### src/rtl/mac_pkg.sv
// Shared definitions for the MAC job sequencer.
// Holds the sequencer state encoding and the lane and accumulator geometry
// of the 4-lane signed 8-bit MAC array.
package mac_pkg;

  localparam int LANES      = 4;
  localparam int OP_W       = 8;
  localparam int ACC_W      = 32;
  localparam int LANE_BUS_W = LANES * OP_W;   // packed operand word {l3,l2,l1,l0}
  localparam int ACC_BUS_W  = LANES * ACC_W;  // packed accumulators {o3,o2,o1,o0}

  typedef enum logic [2:0] {
    S_IDLE,
    S_CLEAR,
    S_FETCH,
    S_DRAIN1,
    S_DRAIN2,
    S_RESULT
  } state_t;

endpackage

### src/rtl/mac_addr_gen.sv
// Operand address generator for one dot-product job.
// On load it latches the job length and both buffer base addresses and zeroes
// the beat counter. On each step both addresses and the beat counter advance
// by one. Addresses wrap modulo 2^ADDR_W.
// Ports:
//   clk, rst_n        clock, synchronous active-low reset
//   load              latch len_in / a_base / b_base, restart beat count
//   step              advance to the next beat
//   len_in            beats in the job
//   a_base, b_base    buffer start addresses
//   a_addr, b_addr    current read addresses
//   job_len           latched job length
//   last              current beat is the final one (beat == job_len-1)
module mac_addr_gen
  import mac_pkg::*;
#(
  parameter int LEN_W  = 12,
  parameter int ADDR_W = 10
) (
  input  logic              clk,
  input  logic              rst_n,
  input  logic              load,
  input  logic              step,
  input  logic [LEN_W-1:0]  len_in,
  input  logic [ADDR_W-1:0] a_base,
  input  logic [ADDR_W-1:0] b_base,
  output logic [ADDR_W-1:0] a_addr,
  output logic [ADDR_W-1:0] b_addr,
  output logic [LEN_W-1:0]  job_len,
  output logic              last
);

  logic [LEN_W-1:0] beat_cnt;

  // NOTE: reset is synchronous (sampled on clk only); every register in this
  // block is updated with <= so all flops see the same pre-edge values.
  always_ff @(posedge clk) begin
    if (!rst_n) begin
      a_addr   <= '0;
      b_addr   <= '0;
      beat_cnt <= '0;
      job_len  <= '0;
    end else if (load) begin
      a_addr   <= a_base;
      b_addr   <= b_base;
      beat_cnt <= '0;
      job_len  <= len_in;
    end else if (step) begin
      a_addr   <= a_addr + ADDR_W'(1);
      b_addr   <= b_addr + ADDR_W'(1);
      beat_cnt <= beat_cnt + LEN_W'(1);
    end
  end

  // Only consulted while fetching, which never happens for a zero-length job,
  // so the wrap of job_len-1 at zero is harmless.
  assign last = (beat_cnt == (job_len - LEN_W'(1)));

endmodule

### src/rtl/mac_seq_ctrl.sv
// Job sequencer for the 4-lane signed 8-bit MAC array.
// Accepts a dot-product command, clears the array accumulators for one cycle,
// streams len operand beats from the A/B buffers (one per cycle), waits two
// drain cycles for the array to settle, then captures the accumulators and
// offers them on a valid/ready result port.
// Timeline for a command accepted in cycle T:
//   T+1            CLEAR  (mac_clr_n low)
//   T+2..T+1+len   FETCH  (rd_en high)
//   T+3..T+2+len   mac_start high (read data arrives one cycle after rd_en)
//   T+2+len        DRAIN1
//   T+3+len        DRAIN2 (mac_o captured at the end of this cycle)
//   T+4+len        RESULT (res_valid high until res_ready)
// Ports:
//   clk, rst_n                          clock, synchronous active-low reset
//   cmd_valid/cmd_ready                 command handshake (ready only in IDLE)
//   cmd_len, cmd_a_base, cmd_b_base     job length and operand base addresses
//   a_rd_en/a_rd_addr/a_rd_data         A operand buffer (1-cycle read)
//   b_rd_en/b_rd_addr/b_rd_data         B operand buffer (1-cycle read)
//   mac_clr_n                           MAC array reset (low in CLEAR or reset)
//   mac_start, mac_a, mac_b             accumulate strobe and packed operands
//   mac_done, mac_o                     array done flag and accumulators
//   res_valid/res_ready                 result handshake
//   res_data, res_err                   captured accumulators, done-count error
//   busy                                sequencer not idle
module mac_seq_ctrl
  import mac_pkg::*;
#(
  parameter int LEN_W  = 12,
  parameter int ADDR_W = 10
) (
  input  logic                  clk,
  input  logic                  rst_n,
  input  logic                  cmd_valid,
  output logic                  cmd_ready,
  input  logic [LEN_W-1:0]      cmd_len,
  input  logic [ADDR_W-1:0]     cmd_a_base,
  input  logic [ADDR_W-1:0]     cmd_b_base,
  output logic                  a_rd_en,
  output logic [ADDR_W-1:0]     a_rd_addr,
  input  logic [LANE_BUS_W-1:0] a_rd_data,
  output logic                  b_rd_en,
  output logic [ADDR_W-1:0]     b_rd_addr,
  input  logic [LANE_BUS_W-1:0] b_rd_data,
  output logic                  mac_clr_n,
  output logic                  mac_start,
  output logic [LANE_BUS_W-1:0] mac_a,
  output logic [LANE_BUS_W-1:0] mac_b,
  input  logic                  mac_done,
  input  logic [ACC_BUS_W-1:0]  mac_o,
  output logic                  res_valid,
  input  logic                  res_ready,
  output logic [ACC_BUS_W-1:0]  res_data,
  output logic                  res_err,
  output logic                  busy
);

  state_t           state_q, state_d;
  logic             accept;
  logic             last_beat;
  logic [LEN_W-1:0] job_len;
  logic             rd_en_q;
  logic [LEN_W:0]   done_cnt, done_cnt_nxt;

  assign accept = (state_q == S_IDLE) && cmd_valid;

  mac_addr_gen #(
    .LEN_W (LEN_W),
    .ADDR_W(ADDR_W)
  ) u_addr_gen (
    .clk    (clk),
    .rst_n  (rst_n),
    .load   (accept),
    .step   (state_q == S_FETCH),
    .len_in (cmd_len),
    .a_base (cmd_a_base),
    .b_base (cmd_b_base),
    .a_addr (a_rd_addr),
    .b_addr (b_rd_addr),
    .job_len(job_len),
    .last   (last_beat)
  );

  // ---------------------------------------------------------------- FSM
  always_ff @(posedge clk) begin
    if (!rst_n) state_q <= S_IDLE;
    else        state_q <= state_d;
  end

  // NOTE: state_d gets a default before the case so every path assigns it;
  // a missing assignment in combinational logic would infer a latch.
  always_comb begin
    state_d = state_q;
    unique case (state_q)
      S_IDLE:   if (cmd_valid) state_d = S_CLEAR;
      S_CLEAR:  state_d = (job_len == '0) ? S_DRAIN1 : S_FETCH;
      S_FETCH:  if (last_beat) state_d = S_DRAIN1;
      S_DRAIN1: state_d = S_DRAIN2;
      S_DRAIN2: state_d = S_RESULT;
      S_RESULT: if (res_ready) state_d = S_IDLE;
      default:  state_d = S_IDLE;
    endcase
  end

  assign cmd_ready = rst_n && (state_q == S_IDLE);
  assign mac_clr_n = rst_n && (state_q != S_CLEAR);

  // ------------------------------------------------ operand streaming
  // rd_en is registered from state_d so it is high exactly in FETCH cycles;
  // mac_start trails it by one cycle to line up with the buffer read data.
  always_ff @(posedge clk) begin
    if (!rst_n) begin
      rd_en_q   <= 1'b0;
      mac_start <= 1'b0;
      busy      <= 1'b0;
    end else begin
      rd_en_q   <= (state_d == S_FETCH);
      mac_start <= rd_en_q;
      busy      <= (state_d != S_IDLE);
    end
  end

  assign a_rd_en = rd_en_q;
  assign b_rd_en = rd_en_q;
  assign mac_a   = a_rd_data;
  assign mac_b   = b_rd_data;

  // ------------------------------------------------ done pulse counter
  // Counts cycles with mac_done high since CLEAR, saturating at all ones so a
  // runaway array cannot wrap back to a matching count.
  always_comb begin
    done_cnt_nxt = done_cnt;
    if (mac_done && !(&done_cnt)) done_cnt_nxt = done_cnt + (LEN_W+1)'(1);
  end

  always_ff @(posedge clk) begin
    if (!rst_n)                  done_cnt <= '0;
    else if (state_q == S_CLEAR) done_cnt <= '0;
    else                         done_cnt <= done_cnt_nxt;
  end

  // ------------------------------------------------ result capture
  // The final beat's done pulse lands in DRAIN2, so the error compare uses
  // the count including the current cycle.
  // NOTE: res_data is a plain register, not a memory, so it is reset along
  // with the control flops and never exposes stale data after reset.
  always_ff @(posedge clk) begin
    if (!rst_n) begin
      res_valid <= 1'b0;
      res_data  <= '0;
      res_err   <= 1'b0;
    end else if (state_q == S_DRAIN2) begin
      res_valid <= 1'b1;
      res_data  <= mac_o;
      res_err   <= (done_cnt_nxt != {1'b0, job_len});
    end else if (res_valid && res_ready) begin
      res_valid <= 1'b0;
    end
  end

endmodule

### config.mk
export PLATFORM = sky130hd
export DESIGN_NAME = mac_seq_ctrl
export DESIGN_NICKNAME = d
export VERILOG_FILES = /design/src/rtl/mac_pkg.sv /design/src/rtl/mac_addr_gen.sv /design/src/rtl/mac_seq_ctrl.sv
export SDC_FILE = /design/constraint.sdc
export NUM_CORES = 1
export LEC_CHECK = 0
export CAP_MARGIN = 10
export CORE_AREA = 2 2 175 177
export DETAILED_ROUTE_END_ITERATION = 8
export DIE_AREA = 0 0 177 179
export PLACE_DENSITY_LB_ADDON = 0.15
export SYNTH_ARGS = -nofsm -noshare
export SYNTH_HDL_FRONTEND = slang
export SYNTH_HIERARCHICAL = 1
export SYNTH_SLANG_ARGS = --single-unit
### constraint.sdc
create_clock -name clk -period 2.5 [get_ports clk]
set_input_delay 0.75 -clock clk [delete_from_list [all_inputs] [get_ports clk]]
set_output_delay 0.75 -clock clk [all_outputs]
set_load 0.05 [all_outputs]
==> results_dict.tcl <==
set metrics [dict create \
    nFillCells 3032 \
    finalSetupViolations 0 \
    startpoint_type "flip-flop" \
    ant_nets 0 \
    placed_area_mm2 0.01235 \
    fin_util_pct 43.32 \
    tightest_slew_ns 0.7003 \
    core.rowCount 64 \
    max_freq_mhz 412.4 \
    first_global_vias 7424 \
    initial_core_util_pct 29.89 \
    viasPerCell 4.574 \
    netlist_instances 1079 \
    portBuffers 320 \
    synth.distinct_cells 58 \
    synth.area.top_cells "dfxtp_1, nand2_1, a21boi_0" \
    insertion_delay_ns 0.44 \
    crit_arrival_ns 1.67 \
    ir_drop_mv 0.3843 \
    hp-class "reg -> reg" \
    synth_nets 1313 \
    p_leak_nw 4.694 \
    maxCapViolCount 0 \
    core-area_mm2 0.03003 \
    rrSetupSlack_ns 0.20 \
    antenna_found_initial 1 \
    drive_gt1_share_pct 8.018 \
    async_flop_share_pct 0 \
    crit_family "buffers and inverters" \
    synthTopCellsByCount "nand2_1, dfxtp_1, a21boi_0" \
    holdBufCountCts 0 \
    end_kind "output pin" \
    ys_seq_elements 193 \
    skew_ns 0.008235 \
    clockRootBuffer "clkbuf_16" \
    p_per_area_mw_per_mm2 587.3 \
    cp_num_buf_inv 1 \
    maxSlewViolCount 0 \
    hpwl_mm 19.98 \
    rsz0062_at_grt "false" \
    die_w_um 177 \
    dp_cells 1711 \
    syn-cell-area_mm2 0.008975 \
    hold_depth 2 \
    grt_first_pass_wirelength_mm 41.81 \
    wl_per_cell_um 16.20 \
    finalHoldViolCount 0 \
    worst_r2r_endpoint "busy$_SDFF_PN0_" \
    drt-pass1-iter-count 4 \
    cts_tree "yes" \
    cts.clk_slew.worst_paths_ns 0.08 \
    min_to "res_data[9]$_SDFFE_PN0P_" \
    drt_wl_total_mm 28.25 \
    reg2reg_from "u_addr_gen/job_len[1]$_SDFFE_PN0P_" \
    final_cells 1744 \
    seqCellArea_mm2 0.003865 \
    drtIter0Drc 563 \
    cts_buffers 17 \
    finalCritPeriodShare_pct 96.99 \
    synth_edf_count 0 \
    gp_congestion 0.8247 \
    layout.nets 1568 \
    synth_warnings 6 \
    post_cts_buffers 0 \
    grt_use_met2_pct 27.12 \
    htreeDepth 4 \
    fp.dieH_um 179 \
    hp-start "res_data[9]$_SDFFE_PN0P_" \
    clock_sinks 193 \
    pre_cts_slack_ns -0.4336 \
    synth_top_area_cell "dfxtp_1" \
    busiest_layer "met2" \
    timing.final.ws_setup_ns 0.07530 \
    cts_buffer_depth 2 \
    slew_headroom_pct 53.32 \
    critical-path-slowest-cell "clkdlybuf4s50_1" \
    fin_area_mm2 0.01301 \
    synth_ff_type "dfxtp_1" \
    grt.met1_usage_pct 21.67 \
    critPathKind "reg -> out" \
    netlist.area_leader.share_pct 43.05 \
    grt_usage_pct 17.02 \
    dieArea_mm2 0.03168 \
    post_synth.cell_area_avg_um2 8.318 \
    grt_max_degree 129 \
    drt_drc_violations_left 0 \
    vias 7977 \
    finalCriticalPeriod_ns 2.425 \
    status "finished clean" \
    synthMostInstantiatedCell "nand2_1" \
    ios 449 \
    ys_seq_area_share_pct 43.05 \
    area_growth_pct 44.93 \
    path_cells "clkdlybuf4s50_1" \
    cp_max_fo 4 \
    crit_required_ns 1.75 \
    overflow 0 \
    cp_slowest_stage_delay_ns 0.84 \
    multi_input_area_mm2 0.004399 \
    use_met3_pct 5.386 \
    reg2reg_depth 9 \
]
## power by group
group | internal [mW] | switching (mW)
clock network | 1.43 | 1.39
registers | 3.19 | 0.125
logic | 0.703 | 0.810
total | 5.32 | 2.32
## how the worst max path moves through the flow
| stage | start | end | slack [ns] | depth (start not counted) |
|---|---|---|---|---|
| finish | u_addr_gen/b_addr[4]$_SDFFE_PN0P_ | b_rd_addr[4] | 0.08 | 1 |
| global route | mac_done | res_err$_SDFFE_PN0P_ | 0.002 | 7 |
| CTS | u_addr_gen/a_addr[1]$_SDFFE_PN0P_ | a_rd_addr[1] | 0.004 | 1 |
| detailed placement | mac_done | res_err$_SDFFE_PN0P_ | -0.43 | 7 |
| global placement | mac_done | res_err$_SDFFE_PN0P_ | -0.44 | 7 |
| floorplan | rst_n | cmd_ready | 0.003 | 3 |
## final cells by class
cell class / count / share of cell area [%]
Multi-Input combinational cell: 746 / 33.82
Sequential cell: 193 / 29.71
Timing Repair Buffer: 367 / 27.85
Tap cell: 396 / 3.809
Clock buffer: 17 / 3.270
Clock inverter: 15 / 1.260
Inverter: 9 / 0.2597
Antenna cell: 1 / 0.01924
## cells in the final DEF, fill, tap and decap left out, types with 17 or more instances in the layout
cell type,netlist,layout
nand4_1,18,18
mux2i_1,19,19
a21boi_0,129,129
clkbuf_16,0,17
clkdlybuf4s50_1,0,299
xnor2_1,24,24
xor2_1,23,23
nor2_1,33,33
o21ai_0,31,31
nor2b_1,20,20
buf_4,66,48
and2_1,23,23
nand2_1,300,300
dfxtp_1,193,192
## timing repair
item	CTS	global route
resized for setup	5	17
cloned	0	0
pin swaps	0	1
setup endpoints to repair	5	15
## metal layers
metal  vias to the layer above  wire length [µm]
met1                      3657             12400
li1                       4036                 -
met5                         -                 0
met4                         0               558
met3                        48              2087
met2                       236             13210
## registers in the layout (all words and copies together) (netlist names), 3 cells and up
register	flops
done_cnt	13
u_addr_gen/b_addr	10
res_data	128
u_addr_gen/job_len	12
u_addr_gen/beat_cnt	12
u_addr_gen/a_addr	10
state_q	3
## metrics by stage
step | power [mW] | setup TNS (ns) | hold slack (ns)
after floorplan | 4.496 | 0 | 0.4819
after global placement | 4.900 | -0.4357 | 0.4495
after detailed placement | 4.905 | -0.4336 | 0.4569
after CTS | 7.764 | 0 | 0.4672
after global routing | 8.016 | 0 | 0.4800
final | 7.639 | 0 | 0.4637
## cell families (layout without fill, tap and decap cells)
kind of cell	count (synthesis)	in the layout	synth area share, %
flip-flops	193	193	43.05
other	0	1	0
XOR/XNOR	49	49	5.088
buffers and inverters	140	408	8.658
multiplexers	19	19	2.119
AND/OR/NAND/NOR	470	470	24.24
AO/OA/AOI/OAI	203	203	16.14
adder cells (fa/ha/maj)	5	5	0.6971
Power figures use the tool's default switching activity.
